$ cat config.mk
export PLATFORM = sky130hd
export DESIGN_NAME = led_frame_buffer
export DESIGN_NICKNAME = d
export VERILOG_FILES = /design/src/rtl/led_frame_buffer_pkg.sv /design/src/rtl/led_bank_ram.sv /design/src/rtl/led_frame_buffer.sv
export SDC_FILE = /design/constraint.sdc
export NUM_CORES = 1
export LEC_CHECK = 0
export CAP_MARGIN = 15
export CORE_UTILIZATION = 35
export CTS_CLUSTER_SIZE = 25
export DETAILED_ROUTE_END_ITERATION = 8
export PLACE_DENSITY = 0.48
export RECOVER_POWER = 100
export SLEW_MARGIN = 25
export SYNTH_ARGS = -nofsm -noshare
export SYNTH_HDL_FRONTEND = slang
export SYNTH_HIERARCHICAL = 1
export SYNTH_SLANG_ARGS = --single-unit
$ cat constraint.sdc
create_clock -name clk -period 2.9 [get_ports clk]
set_clock_uncertainty 0.1 [all_clocks]
set_input_delay 0.58 -clock clk [delete_from_list [all_inputs] [get_ports clk]]
set_output_delay 0.58 -clock clk [all_outputs]
set_load 0.01 [all_outputs]
$ cat src/rtl/led_frame_buffer_pkg.sv
// Shared types and constants for the LED frame buffer.
package led_frame_buffer_pkg;

    // Default LED word width, packed as {G[3:0], R[3:0], B[3:0]}
    localparam int unsigned LED_COLOR_W = 12;

    // GRB field positions inside a colour word
    localparam int unsigned G_MSB = 11;
    localparam int unsigned G_LSB = 8;
    localparam int unsigned R_MSB = 7;
    localparam int unsigned R_LSB = 4;
    localparam int unsigned B_MSB = 3;
    localparam int unsigned B_LSB = 0;

    // Frame transmit sequencer states
    typedef enum logic [1:0] {
        IDLE,
        SEND,
        DONE
    } fb_state_e;

    // Common colours
    localparam logic [LED_COLOR_W-1:0] BLACK = 12'h000;
    localparam logic [LED_COLOR_W-1:0] GREEN = 12'hF00;
    localparam logic [LED_COLOR_W-1:0] RED   = 12'h0F0;
    localparam logic [LED_COLOR_W-1:0] BLUE  = 12'h00F;

endpackage

$ cat src/rtl/led_bank_ram.sv
// One bank of per-LED colour words: synchronous write, combinational read.
module led_bank_ram #(
    parameter int unsigned NUM_LEDS = 8,
    parameter int unsigned COLOR_W  = 12,
    parameter int unsigned AW       = 3
) (
    input  logic               clk,
    input  logic               reset,
    input  logic               we,
    input  logic [AW-1:0]      waddr,
    input  logic [COLOR_W-1:0] wdata,
    input  logic [AW-1:0]      raddr,
    output logic [COLOR_W-1:0] rdata
);

    // Sized to the full address space so any index is legal; rows at or
    // above NUM_LEDS are never written and stay constant black.
    logic [COLOR_W-1:0] mem [2**AW];

    // Clear to black on reset, otherwise store in-range writes
    always_ff @(posedge clk or negedge reset) begin
        if (!reset) begin
            for (int i = 0; i < 2**AW; i++) begin
                mem[i] <= '0;
            end
        end else if (we && (32'(waddr) < NUM_LEDS)) begin
            mem[waddr] <= wdata;
        end
    end

    // Combinational read; out-of-range slots read as black
    always_comb begin
        rdata = '0;
        if (32'(raddr) < NUM_LEDS) begin
            rdata = mem[raddr];
        end
    end

endmodule

$ cat src/rtl/led_frame_buffer.sv
// Double-buffered LED colour store feeding the WS2812B send path.
module led_frame_buffer
    import led_frame_buffer_pkg::*;
#(
    parameter int unsigned NUM_LEDS = 8,
    parameter int unsigned COLOR_W  = LED_COLOR_W,
    parameter int unsigned AW       = 3
) (
    input  logic               clk,
    input  logic               reset,
    input  logic               wr_en,
    input  logic [AW-1:0]      wr_addr,
    input  logic [COLOR_W-1:0] wr_data,
    input  logic               commit,
    input  logic [AW-1:0]      num_leds,
    input  logic               go,
    output logic               ready,
    output logic [COLOR_W-1:0] pix_data,
    output logic               pix_valid,
    output logic               pix_last,
    input  logic               pix_ready,
    output logic               frame_done,
    output logic               commit_pend
);

    localparam logic [AW-1:0] MAX_IDX = AW'(NUM_LEDS - 1);

    fb_state_e          state_q, state_d;
    logic               front_q, front_d;        // 1: bank1 is the front bank
    logic               commit_pend_q, commit_pend_d;
    logic [AW-1:0]      index_q, index_d;
    logic [AW-1:0]      last_q, last_d;
    logic [COLOR_W-1:0] rdata0, rdata1;

    // Writes always land in whichever bank is currently the back bank
    led_bank_ram #(
        .NUM_LEDS (NUM_LEDS),
        .COLOR_W  (COLOR_W),
        .AW       (AW)
    ) u_bank0 (
        .clk   (clk),
        .reset (reset),
        .we    (wr_en & front_q),
        .waddr (wr_addr),
        .wdata (wr_data),
        .raddr (index_q),
        .rdata (rdata0)
    );

    led_bank_ram #(
        .NUM_LEDS (NUM_LEDS),
        .COLOR_W  (COLOR_W),
        .AW       (AW)
    ) u_bank1 (
        .clk   (clk),
        .reset (reset),
        .we    (wr_en & ~front_q),
        .waddr (wr_addr),
        .wdata (wr_data),
        .raddr (index_q),
        .rdata (rdata1)
    );

    // State, bank select, pending swap and frame index registers
    always_ff @(posedge clk or negedge reset) begin
        if (!reset) begin
            state_q       <= IDLE;
            front_q       <= 1'b0;
            commit_pend_q <= 1'b0;
            index_q       <= '0;
            last_q        <= '0;
        end else begin
            state_q       <= state_d;
            front_q       <= front_d;
            commit_pend_q <= commit_pend_d;
            index_q       <= index_d;
            last_q        <= last_d;
        end
    end

    // Next-state logic, swap bookkeeping and handshake outputs
    always_comb begin
        state_d       = state_q;
        front_d       = front_q;
        commit_pend_d = commit_pend_q;
        index_d       = index_q;
        last_d        = last_q;
        ready         = 1'b0;
        pix_valid     = 1'b0;
        pix_last      = 1'b0;
        frame_done    = 1'b0;

        unique case (state_q)
            IDLE: begin
                ready = 1'b1;
                if (go) begin
                    index_d = '0;
                    last_d  = (32'(num_leds) > NUM_LEDS - 1) ? MAX_IDX : num_leds;
                    state_d = SEND;
                    // Swap only between frames so a frame is never torn
                    if (commit_pend_q) begin
                        front_d       = ~front_q;
                        commit_pend_d = 1'b0;
                    end
                end
            end
            SEND: begin
                pix_valid = 1'b1;
                pix_last  = (index_q == last_q);
                if (pix_ready) begin
                    if (pix_last) begin
                        state_d = DONE;
                    end else begin
                        index_d = index_q + 1'b1;
                    end
                end
            end
            DONE: begin
                frame_done = 1'b1;
                state_d    = IDLE;
            end
            default: state_d = IDLE;
        endcase

        // A commit coinciding with a swap arms a fresh pending swap
        if (commit) begin
            commit_pend_d = 1'b1;
        end
    end

    // Front-bank word, forced black outside SEND
    always_comb begin
        pix_data = '0;
        if (state_q == SEND) begin
            pix_data = front_q ? rdata1 : rdata0;
        end
    end

    assign commit_pend = commit_pend_q;

endmodule

* Yosys cells after proc, flatten, opt, wreduce, memory -nomap -nowiden
Cells that the tools add are included.
** Word-level totals
- Flip-flop bits (word level) :: 202
- Output and inout port bits :: 17
** Cells by class
- Order comparisons :: 3
- Bitwise logic cells :: 5
- $add $sub $neg :: 1
- Muxes and demuxes :: 27
- Reductions and logical operators :: 10
- Equal/unequal tests :: 7
** Operators with widths (number)
- $bwmux 96 :: 2
- $mux 12 :: 7
- $bmux 12 s3 :: 2
- $demux 12 s3 :: 1
- $mux 3 :: 3
- $ge 4x4->1 const B :: 2
- $ne 2x2->1 const B :: 4
- $not 3->4 :: 2
- $mux 1 :: 7
- $mux 2 :: 3
- $pmux 3 s2 :: 1
- $reduce_and 3->1 :: 2
- $reduce_bool 2->1 :: 3
- $lt 4x1->1 const B :: 1
- $pmux 2 s2 :: 1
- $reduce_and 2->1 :: 2
- $reduce_and 4->1 :: 1
- $add 3x1->3 const B :: 1
- $eq 3x3->1 :: 1
- $and 1x1->1 :: 2
- $eq 2x1->1 const B :: 1
- $eq 2x2->1 const B :: 1
- $logic_not 2->1 :: 1
- $logic_and 1x1->1 :: 1
- $not 1->1 :: 1

* Logic depth before layout (Yosys ltp)
Gate-level depths: netlist of the first run.
- Depth after elaboration :: 6
- Depth in mapped cells :: 6
- Depth with buffers taken out :: 5

* Hierarchy
The synthesis of the first run kept the hierarchy.
** By module, submodules not included
- led_bank_ram :: times used 2, seq. area each 2402.3 sq um, area an instance 4414.2 sq um, cells each 251
- led_frame_buffer :: times used 1, seq. area each 250.2 sq um, area an instance 750.7 sq um, cells each 82

* Worst setup path after synthesis of the first run
Ideal clock, no wire load.
- Path kind :: register -> output
- From :: reg index_q[0]
- To :: out pix_data[10]
- Stages on the path, launching flop included :: 7
- Path slack :: 0.494 ns
- Buffers on the path :: 2
- Arrival time :: 1.726 ns
- Cells stage by stage :: dfrtp_1 -> buf_6 -> buf_6 -> mux4_1 -> mux2_2 -> mux2i_1 -> nor2_1
** Between the ends
- Word-level cells in the longest chain between the ends :: 6
** Ends and longest elaborated chain
- from (decl) :: line led_frame_buffer.sv:31 : logic [AW-1:0] index_q, index_d;
- from (signal assigned) :: line led_frame_buffer.sv:76 : index_q <= index_d;
- $not 3->4 (not written as such) :: line led_bank_ram.sv:35 : rdata = mem[raddr];
- $bmux 12 s3 :: line led_bank_ram.sv:35
- $mux 12 (not written as such) (2 in a row) :: line led_bank_ram.sv:35
- named net rdata1[10] :: line led_frame_buffer.sv:33 : logic [COLOR_W-1:0] rdata0, rdata1;
- $mux 12 :: line led_frame_buffer.sv:135 : pix_data = front_q ? rdata1 : rdata0;
- $mux 12 :: line led_frame_buffer.sv:134 : if (state_q == SEND) begin
- to (decl) :: line led_frame_buffer.sv:18 : output logic [COLOR_W-1:0] pix_data,
The timed path passes the listed nets, and every way through them passes these cells. The select of a mux whose other input is x is not followed.

* Worst setup path after layout of the first run
- From :: reg index_q[0]
- To :: out pix_data[8]
The elaborated chain is that of the path after synthesis.

==> metrics.md, run 1 <==
| Metric | Value |
|---|---|
| Grt total ovfl | `0` |
| Cell Chain, Critical Path | `buf_12 > buf_12 > mux4_2 > mux2_4 > mux2i_4 > nor2_2 > buf_2` |
| Most used flip-flop cell after synthesis | `dfrtp_1` |
| Core Rows | `60` |
| Post-Place Cell Area | `0.01080 mm²` |
| CTS Buf Count | `23` |
| Port Buffers | `40` |
| Slew HR | `-23.53%` |
| DRC Markers | `0` |
| Share of the yosys chip area belonging to registers | `52.77%` |
| Fin crit share | `107.0%` |
| Startpoint of the worst hold path | `u_bank1/mem[78]` |
| Crit. Startpoint | `index_q[0]` |
| Number of synthesized flops with an enable pin | `0` |
| Crit Path Class | `reg -> out` |
| CP max-delay cell | `mux4_2` |
| Max stage delay on crit path | `0.51 ns` |
| Fraction of final layout cells sized beyond drive strength 1 | `56.29%` |
| Via count | `5569` |
| Final WS setup | `-0.2038 ns` |
| Pin count of the biggest net entering global routing | `69` |
| Clock period minus worst slack | `3.104 ns` |
| Initial antenna violation count | `1` |
| Fmax achieved | `322.2 MHz` |
| Worst VDD drop | `0.0004316 V` |
| CP arrival | `2.42 ns` |
| Hold WC Path Type | `reg -> reg` |
| Critical path peak fanout | `5` |
| Library cells used by synthesis | `35` |
| Outcome | `finished, violations left` |
| Req. time, crit path | `2.22 ns` |
| Final HPWL from detailed placement | `15260 µm` |
| Worst-Margin Slew | `1.853 ns` |
| First-pass GRT wire length | `38590 µm` |
| Power Total | `13.50 mW` |
| Static Leak | `4.911 nW` |
| Failing checks | `max-capacitance violations, max-slew violations, negative setup slack` |
| Synth area leaders | `dfrtp_1 53%, mux2_2 26%, mux4_1 12%` |
| CTS root buf | `clkbuf_16` |
| Antenna Cells | `0` |
| Die Area | `0.02803 mm²` |
| IO Count | `41` |
| Core area | `0.02688 mm²` |
| Synth top area share | `52.77%` |
| Placer Congestion | `0.7242` |
| Detailed Route WL | `24690 µm` |
| Initial Util | `35.64%` |
| Hold WS | `0.3998 ns` |
| Post-Syn Instances | `584` |
| Startpoint types | `flip-flop` |
| First-pass DRT Iterations | `4` |
| Clock-pin slew on the worst setup and hold paths | `0.06 ns` |
| Post-route ant nets | `0` |
| Final Hold Vio Count | `0` |
| Clk_lat worst skew | `0.51 ns` |
| Synth warnings | `6` |
| Layout area overhead | `20.19%` |
| Final setup viols | `12` |
| Fin nets | `694` |
| Count leader, synth | `mux2_2` |
| RSZ-0062 raised after global routing | `yes` |
| Total GRT Usage | `18.33%` |
| WL per Instance | `24.09 µm` |
| H-tree levels | `1` |
| Area leader, netlist | `dfrtp_1` |
| Top cells by count, synth | `219 x mux2_2, 202 x dfrtp_1, 42 x mux4_1, 23 x buf_2, 19 x nor2_1` |
| Setup_tns | `-2.055 ns` |
| Crit path top cell by count | `buf_12` |
| PD cells | `1172 mW/mm²` |
| Area of the mapped netlist | `0.009579 mm²` |
| Number of global-route vias before repair | `5998` |
| Clock sink count | `202` |
| Reg2reg start | `front_q` |
| DR iter-0 viols | `316` |
| Chip width | `167.4 µm` |
| Fraction of registers with async set/reset | `100.0%` |
| Final Max Tran Viols | `68` |
| Longest Clk Path Bufs | `3` |
| CTS tree | `built` |
| Max-cap check violation count | `1` |
| Nature of the critical path endpoint | `output port` |
| Die span in y | `167.4 µm` |
| Syn_area_per_cell | `16.40 µm²` |
| Design Area, Final | `0.01151 mm²` |
| Via density per instance | `5.433` |
| Seq cells post-synth | `202` |
| Syn_nets | `609` |
==> power breakdown <==
group | switching [mW] | leakage, nW | internal [mW]
Sequential | 0.806 | 2.45 | 4.23
Clock | 1.13 | 0.371 | 1.75
Combinational | 2.15 | 2.09 | 3.44
==> layer usage <==
metal	track usage, %	wire length [µm]
met1	26.69	11690
met2	28.41	11370
met3	3.238	1039
met4	4.308	572
met5	0	17
==> worst max-delay path: cells and delay by family (launching register included) <==
kind | cells | cell delay [ns]
simple gates | 1 | 0.05
buf+inv | 3 | 0.43
mux | 3 | 0.98
flops | 1 | 0.45
==> sequential cells by signal, summed over array words and instances, names as in the netlist <==
signal / cells
last_q: 3
u_bank1/mem: 96
state_q: 2
u_bank0/mem: 96
commit_pend: 1
front_q: 1
index_q: 3
==> cells in the final DEF (no fill, tap or decap), types with 12 or more instances in the layout <==
master | synthesis | layout
mux2_2 | 219 | 205
dfrtp_1 | 202 | 200
mux4_2 | 6 | 45
buf_4 | 0 | 31
clkdlybuf4s50_1 | 0 | 26
clkbuf_16 | 0 | 23
nor2_1 | 19 | 18
buf_12 | 0 | 18
mux2_4 | 0 | 14
buf_2 | 23 | 12
==> per-stage QoR <==
stage	util [%]	cells	worst slack [ns]
2_1_floorplan	-	584	0.4936
3_3_place_gp	40.20	978	-0.2671
3_5_place_dp	40.20	978	-0.2348
4_1_cts	43.04	1025	-0.2696
5_1_grt	42.84	1025	-0.2958
6_report	42.84	1025	-0.2038
==> what timing repair did <==
item	4_1_cts	5_1_grt
hold buffers	1	0
cloned	1	0
endpoints found under the setup margin	13	12
pin swaps	3	4
gates resized for setup	113	11
buffers inserted	8	2
hold endpoints to repair	8	0
==> final timing paths <==
kind | to | depth (start not counted) | slack [ns]
max in group asynchronous | u_bank1/mem[19] | 3 | 0.24
max | pix_data[8] | 7 | -0.20
max reg2reg | u_bank1/mem[90] | 4 | 0.51
min in group asynchronous | u_bank1/mem[14] | 2 | 1.01
min | u_bank1/mem[78] | 1 | 0.40
min reg2reg | u_bank1/mem[78] | 1 | 0.40
==> cell families (layout without fill, tap and decap cells) <==
family                     after synthesis  after routing  share of synthesized area [%]
AOI/OAI and AO/OA                        7              7                         0.5748
muxes                                  279            279                          39.93
buffers and inverters                   37            137                          2.299
adders and majority gates                1              1                         0.1306
xor gates and xnor gates                 4              4                         0.5225
and+or+nand+nor                         54             54                          3.775
DFF                                    202            202                          52.77
==> cell type report <==
cell class | instances | area [µm²]
fill | 2425 | 15360
sequential | 202 | 5057
multi-input combinational | 345 | 4272
timing repair buffer | 95 | 998.5
clock buffer | 37 | 708.2
tap | 341 | 426.7
clock inverter | 3 | 43.79
inverter | 2 | 7.507
No activity file was read; power rests on OpenSTA's default activity.
==> run 2, diff against run 1 <==
- CELL_PAD_IN_SITES_DETAIL_PLACEMENT: default -> 0
- CELL_PAD_IN_SITES_GLOBAL_PLACEMENT: default -> 1
- PLACE_DENSITY: 0.48 -> 0.54
- RECOVER_POWER: 100 -> default
==> run 2 against run 1 <==
Setup slack lost 0.11 ns; register-to-register slack barely moved; die area is the same; largest cell class unchanged; combinational power increased by 0.7%; the flow finishes with violations (negative setup slack); critical endpoint is now pix_data[5]; largest power group unchanged; clock-buffer cell count is the same; sequential power decreased by 0.8%; total power is 0.86% higher.
==> metrics.md, run 2 (synthesized netlist as in run 1, its figures left out) <==
| Metric | Value |
|---|---|
| Outcome | `finished, violations left (unchanged)` |
| Failing checks | `negative setup slack (was max-capacitance violations, max-slew violations, negative setup slack)` |
| CP arrival | `2.53 ns (was 2.42 ns)` |
| Total GRT Usage | `17.85% (was 18.33%)` |
| Final HPWL from detailed placement | `15070 µm (was 15260 µm)` |
| Fin nets | `707 (was 694)` |
| Final Max Tran Viols | `0 (was 68)` |
| Clk_lat worst skew | `0.51 ns (about the same)` |
| First-pass DRT Iterations | `4 (unchanged)` |
| Startpoint of the worst hold path | `u_bank0/mem[56] (was u_bank1/mem[78])` |
| Top Registers | `u_bank0/mem x96, u_bank1/mem x96 (unchanged)` |
| CTS tree | `built (unchanged)` |
| Util after Layout | `43.57% (was 42.84%)` |
| Initial Util | `35.64% (unchanged)` |
| Port Buffers | `40 (unchanged)` |
| DR iter-0 viols | `207 (was 316)` |
| Hold WC Path Type | `reg -> reg (unchanged)` |
| Fin crit share | `110.7% (was 107.0%)` |
| Pin count of the biggest net entering global routing | `66 (was 69)` |
| Reg2reg start | `front_q (unchanged)` |
| Worst Hold Path EP | `u_bank0/mem[56] (was u_bank1/mem[78])` |
| DRC Markers | `0 (unchanged)` |
| Final WS setup | `-0.3109 ns (was -0.2038 ns)` |
| Crit Path Class | `reg -> out (unchanged)` |
| Hold WS | `0.3956 ns (was 0.3998 ns)` |
| Core Rows | `60 (unchanged)` |
| Max-cap check violation count | `0 (was 1)` |
| Commonest non-fill, non-tap cell in the layout | `mux2_2 (unchanged)` |
| WL per Instance | `23.36 µm (was 24.09 µm)` |
| Clock-pin slew on the worst setup and hold paths | `0.06 ns (about the same)` |
| Via density per instance | `5.270 (was 5.433)` |
| IO Count | `41 (unchanged)` |
| Clock sink count | `202 (unchanged)` |
| RSZ-0062 raised after global routing | `yes (unchanged)` |
| Worst reg2reg path depth | `5 (was 4)` |
| Startpoint types | `flip-flop (unchanged)` |
| CTS Buf Count | `24 (was 23)` |
| Antenna Cells | `0 (unchanged)` |
| Fmax achieved | `311.4 MHz (was 322.2 MHz)` |
| H-tree levels | `1 (unchanged)` |
| Grt total ovfl | `0 (unchanged)` |
| Longest Clk Path Bufs | `3 (unchanged)` |
| Die Area | `0.02803 mm² (unchanged)` |
| Nature of the critical path endpoint | `output port (unchanged)` |
| First-pass GRT wire length | `37760 µm (was 38590 µm)` |
| Chip width | `167.4 µm (unchanged)` |
| Worst VDD drop | `0.0005569 V (was 0.0004316 V)` |
| Fraction of final layout cells sized beyond drive strength 1 | `54.65% (was 56.29%)` |
| Worst-Margin Slew | `0.5581 ns (was 1.853 ns)` |
| Post-route ant nets | `0 (unchanged)` |
| PD cells | `1163 mW/mm² (was 1172 mW/mm²)` |
| Req. time, crit path | `2.22 ns (about the same)` |
| Number of fill cells in the layout | `2409 (was 2425)` |
| Layout area overhead | `22.23% (was 20.19%)` |
| Hold path depth | `1 (unchanged)` |
| Static Leak | `5.077 nW (was 4.911 nW)` |
| Clock period minus worst slack | `3.211 ns (was 3.104 ns)` |
| CTS root buf | `clkbuf_16 (unchanged)` |
| Number of global-route vias before repair | `6041 (was 5998)` |
| Initial antenna violation count | `0 (was 1)` |
| Slew HR | `62.68% (was -23.53%)` |
| Setup_tns | `-2.989 ns (was -2.055 ns)` |
| Placer Congestion | `0.7205 (was 0.7242)` |
| Core area | `0.02688 mm² (unchanged)` |
| DP Worst Slack | `-0.1319 ns (was -0.2348 ns)` |
| Critical path peak fanout | `5 (unchanged)` |
| Final setup viols | `12 (unchanged)` |
| Detailed Route WL | `24290 µm (was 24690 µm)` |
| Via count | `5481 (was 5569)` |
| Final Hold Vio Count | `0 (unchanged)` |
| Flop-to-flop setup slack | `0.50 ns (was 0.51 ns)` |
| Worst r2r dst | `u_bank0/mem[87] (was u_bank1/mem[90])` |
| Die span in y | `167.4 µm (unchanged)` |
| Most frequent cells in the layout | `206 x mux2_2, 200 x dfrtp_1, 40 x buf_4, 31 x mux4_2, 26 x clkdlybuf4s50_1 (was 205 x mux2_2, 200 x dfrtp_1, 45 x mux4_2, 31 x buf_4, 26 x clkdlybuf4s50_1)` |
| Power Total | `13.62 mW (was 13.50 mW)` |
## run 2: cell count changes in the layout (fill, tap and decap cells not counted), sizes merged
| cell | change |
|---|---|
| inv | -1 |
| clkinv | +3 |
| clkdlybuf4s15 | +1 |
| buf | +12 |
| clkbuf | -1 |
| bufinv | +1 |
## run 2: stage by stage
stage / cell area, µm² / cells
after floorplan: 9579 / 584
after global placement: 10730 / 977
after detailed placement: 10730 / 977
after CTS: 11700 / 1038
after global routing: 11710 / 1040
final: 11710 / 1040
## run 2: worst max-delay path by stage
stage | from | end | slack [ns] | depth (start not counted)
2_1_floorplan | index_q[0] | pix_data[10] | 0.49 | 6
3_3_place_gp | index_q[0] | pix_data[6] | -0.15 | 6
3_5_place_dp | index_q[0] | pix_data[6] | -0.13 | 6
4_1_cts | index_q[0] | pix_data[5] | -0.35 | 9
5_1_grt | index_q[0] | pix_data[5] | -0.40 | 9
6_report | index_q[0] | pix_data[5] | -0.31 | 9
## run 2: critical path: stages (launching register included)
cell and delay [ns]:
dfrtp_2 0.43, buf_6 0.13, buf_6 0.11, buf_8 0.13, buf_16 0.14, mux4_2 0.41
mux2_4 0.28, mux2i_1 0.16, nor2_1 0.08, buf_2 0.15
## run 2: cell type report
class                      instances  area (µm²)  share of cell area (%)
inverter                           2       7.507                 0.06412
timing repair buffer             107        1135                   9.692
clock buffer                      37       699.4                   5.974
clock inverter                     6       95.09                  0.8121
sequential                       202        5057                   43.19
tap                              341       426.7                   3.644
multi-input combinational        345        4288                   36.62
## run 2: report_power, final
group | internal, mW | total (mW) | switching (mW)
combinational | 3.49 | 5.63 | 2.14
sequential | 4.23 | 4.99 | 0.760
clock | 1.83 | 3.00 | 1.17
total | 9.55 | 13.6 | 4.06
## run 2: layer usage
metal	vias up	part of all wire [%]	GRT usage (%)
met3	29	2.8	2.411
met5	-	0	0
met2	88	48	29.42
li1	2417	-	-
met1	2947	48	25.06
met4	0	2.1	3.949
## run 2: repair_timing
action,4_1_cts,5_1_grt
resized for setup,88,16
cloned,4,0
pin swaps,2,3
hold endpoints to repair,44,0
setup buffers,13,3
hold buffers,1,0
endpoints found under the setup margin,13,12
==> run 3, diff against run 2 <==
- clock period: 2.9 -> 3.9 ns (I/O delays scaled with it)
==> run 3 against run 2 <==
Total power fell by 29%; the run now ends clean; global-route usage rose by 0.077 points; clock-buffer cell count rose by 1; die area did not move; final area fell by 3.1%; hold slack got worse by 0.13 ns; critical path type unchanged; first-iteration DRC count rose by 28%; setup slack improved by 0.38 ns; sequential share of layout area rose by 1.4 points; register-to-register slack improved by 0.90 ns; non-clock buffer count fell by 38; routed wire length fell by 1.2%; largest power group unchanged.
==> metrics.md, run 3 (synthesized netlist as in run 1, its figures left out) <==
| Metric | Value |
|---|---|
| CTS root buf | `clkbuf_16 (unchanged)` |
| Sequential share of power | `38.2% (was 36.6%)` |
| Seq. cell area | `0.005061 mm² (was 0.005057 mm²)` |
| First-pass GRT wire length | `37320 µm (was 37760 µm)` |
| Number of fill cells in the layout | `2415 (was 2409)` |
| Core Rows | `60 (unchanged)` |
| Worst-Margin Slew | `0.8538 ns (was 0.5581 ns)` |
| Post-route ant nets | `0 (unchanged)` |
| Total GRT Usage | `17.93% (was 17.85%)` |
| CTS Buf Count | `24 (unchanged)` |
| Top Registers | `u_bank0/mem x96, u_bank1/mem x96 (unchanged)` |
| Setup_tns | `0 ns (was -2.989 ns)` |
| Detailed Route WL | `24000 µm (was 24290 µm)` |
| Sw frac | `29.44% (was 29.84%)` |
| PD cells | `857.9 mW/mm² (was 1163 mW/mm²)` |
| Initial antenna violation count | `0 (unchanged)` |
| Critical path peak fanout | `10 (was 5)` |
| Port Buffers | `40 (unchanged)` |
| Via count | `5348 (was 5481)` |
| Final setup viols | `0 (was 12)` |
| DR iter-0 viols | `264 (was 207)` |
| Multi-input gate area | `0.004342 mm² (was 0.004288 mm²)` |
| Fin crit share | `98.32%` |
| Fraction of final layout cells sized beyond drive strength 1 | `46.74% (was 54.65%)` |
| Grt met1 use | `25.71% (was 25.06%)` |
| Fmax achieved | `260.8 MHz` |
| Die span in y | `167.4 µm (unchanged)` |
| CP arrival | `2.95 ns (was 2.53 ns)` |
| Grt met3 use | `2.434% (was 2.411%)` |
| Die Area | `0.02803 mm² (unchanged)` |
| Crit Path Class | `reg -> out (unchanged)` |
| Final Hold Vio Count | `0 (unchanged)` |
| Max-cap check violation count | `0 (unchanged)` |
| Final HPWL from detailed placement | `13920 µm (was 15070 µm)` |
| Placer Congestion | `0.7190 (was 0.7205)` |
| RSZ-0062 raised after global routing | `no (was yes)` |
| Hold WS | `0.2685 ns (was 0.3956 ns)` |
| Most frequent cells in the layout | `219 x mux2_2, 199 x dfrtp_1, 42 x mux4_1, 39 x clkdlybuf4s50_1, 27 x clkbuf_16 (was 206 x mux2_2, 200 x dfrtp_1, 40 x buf_4, 31 x mux4_2, 26 x clkdlybuf4s50_1)` |
| Nature of the critical path endpoint | `output port (unchanged)` |
| First-pass DRT Iterations | `4 (unchanged)` |
| Number of global-route vias before repair | `5806 (was 6041)` |
| CTS tree | `built (unchanged)` |
| Crit. Startpoint | `index_q[0] (unchanged)` |
| Clk_lat worst skew | `0.50 ns (was 0.51 ns)` |
| Busiest grt layer | `met2 (unchanged)` |
| Initial Util | `35.64% (unchanged)` |
| Static Leak | `4.894 nW (was 5.077 nW)` |
| Chip width | `167.4 µm (unchanged)` |
| Met2 Resource Use GR | `28.88% (was 29.42%)` |
| Via density per instance | `5.348 (was 5.270)` |
| Clock-pin slew on the worst setup and hold paths | `0.06 ns (about the same)` |
| Longest Clk Path Bufs | `3 (unchanged)` |
| Grt total ovfl | `0 (unchanged)` |
| Clock sink count | `202 (unchanged)` |
| IO Count | `41 (unchanged)` |
| Comb power frac | `39.3% (was 41.3%)` |
| DRC Markers | `0 (unchanged)` |
| Hold WC Path Type | `in -> async (was reg -> reg)` |
| Outcome | `completed (was finished, violations left)` |
| Antenna Cells | `0 (unchanged)` |
| Clock share of power | `22.4% (was 22.0%)` |
| WL per Instance | `24.00 µm (was 23.36 µm)` |
| Sw power | `2.866 mW (was 4.063 mW)` |
| Req. time, crit path | `3.02 ns (was 2.22 ns)` |
| Clock period minus worst slack | `3.835 ns` |
| Layout area overhead | `18.44% (was 22.23%)` |
| Fin nets | `669 (was 707)` |
| Slew HR | `43.08% (was 62.68%)` |
| Core area | `0.02688 mm² (unchanged)` |
| Startpoint types | `flip-flop (unchanged)` |
| Reg2reg start | `front_q (unchanged)` |
| Worst VDD drop | `0.0004451 V (was 0.0005569 V)` |
| Pin count of the biggest net entering global routing | `102 (was 66)` |
| H-tree levels | `1 (unchanged)` |
| Final Max Tran Viols | `0 (unchanged)` |
| Commonest non-fill, non-tap cell in the layout | `mux2_2 (unchanged)` |
| Cell internal pwr | `6.868 mW (was 9.553 mW)` |
-- run 3: power groups by stage --
stage	registers [mW]	clock network (mW)	logic, mW
after floorplan	3.49	0	2.71
after global placement	3.67	0	3.65
after detailed placement	3.73	0	3.70
after CTS	3.70	2.25	3.80
after global routing	3.86	2.35	4.13
final	3.72	2.18	3.83
-- run 3: routing by layer --
metal / routed length (µm) / vias up / share of wire [%]
met1: 11600 / 2873 / 48
met4: 469 / 0 / 2.0
met5: 0 / - / 0
li1: - / 2361 / -
met3: 681 / 32 / 2.8
met2: 11250 / 82 / 47
-- run 3: critical path, stage by stage (launching register included) --
cell and delay (ns):
dfrtp_4 0.56, buf_12 0.19, mux4_1 0.54, mux2_2 0.29
mux2i_2 0.28, nor2_1 0.08, clkdlybuf4s50_1 0.49
-- run 3: timing repair --
action                     in CTS  in global routing
gates cloned                    1                  2
resized for setup               2                  6
pin swaps                       0                  0
buffers inserted                1                  2
hold buffers                    0                  0
setup endpoints to repair       2                  7
-- run 3: final cells by class --
class / instances / area share, %
clock buffer: 38 / 6.473
clock inverter: 3 / 0.3529
inverter: 2 / 0.06617
multi-input combinational: 345 / 38.27
sequential: 202 / 44.61
tap: 341 / 3.760
timing repair buffer: 69 / 6.473
-- run 3: worst paths after layout --
path / end / slack (ns) / cells past startpoint
worst max register to register: u_bank1/mem[75] / 1.40 / 3
worst max-delay path: pix_data[5] / 0.07 / 6
worst min register to register: u_bank1/mem[52] / 0.39 / 1
min in group clk: u_bank1/mem[52] / 0.39 / 1
worst min-delay path: state_q[0] / 0.27 / 1
max in group asynchronous: u_bank1/mem[91] / 2.54 / 2
-- run 3: per-stage QoR --
stage	setup WS (ns)	power (mW)	utilization [%]	instance area (µm²)	instances
2_1_floorplan	1.294	6.202	-	9579	584
3_3_place_gp	0.4866	7.326	38.85	10440	953
3_5_place_dp	0.4966	7.431	38.85	10440	953
4_1_cts	0.01407	9.758	41.91	11260	996
5_1_grt	0.001981	10.34	42.22	11350	1000
6_report	0.06536	9.734	42.22	11350	1000
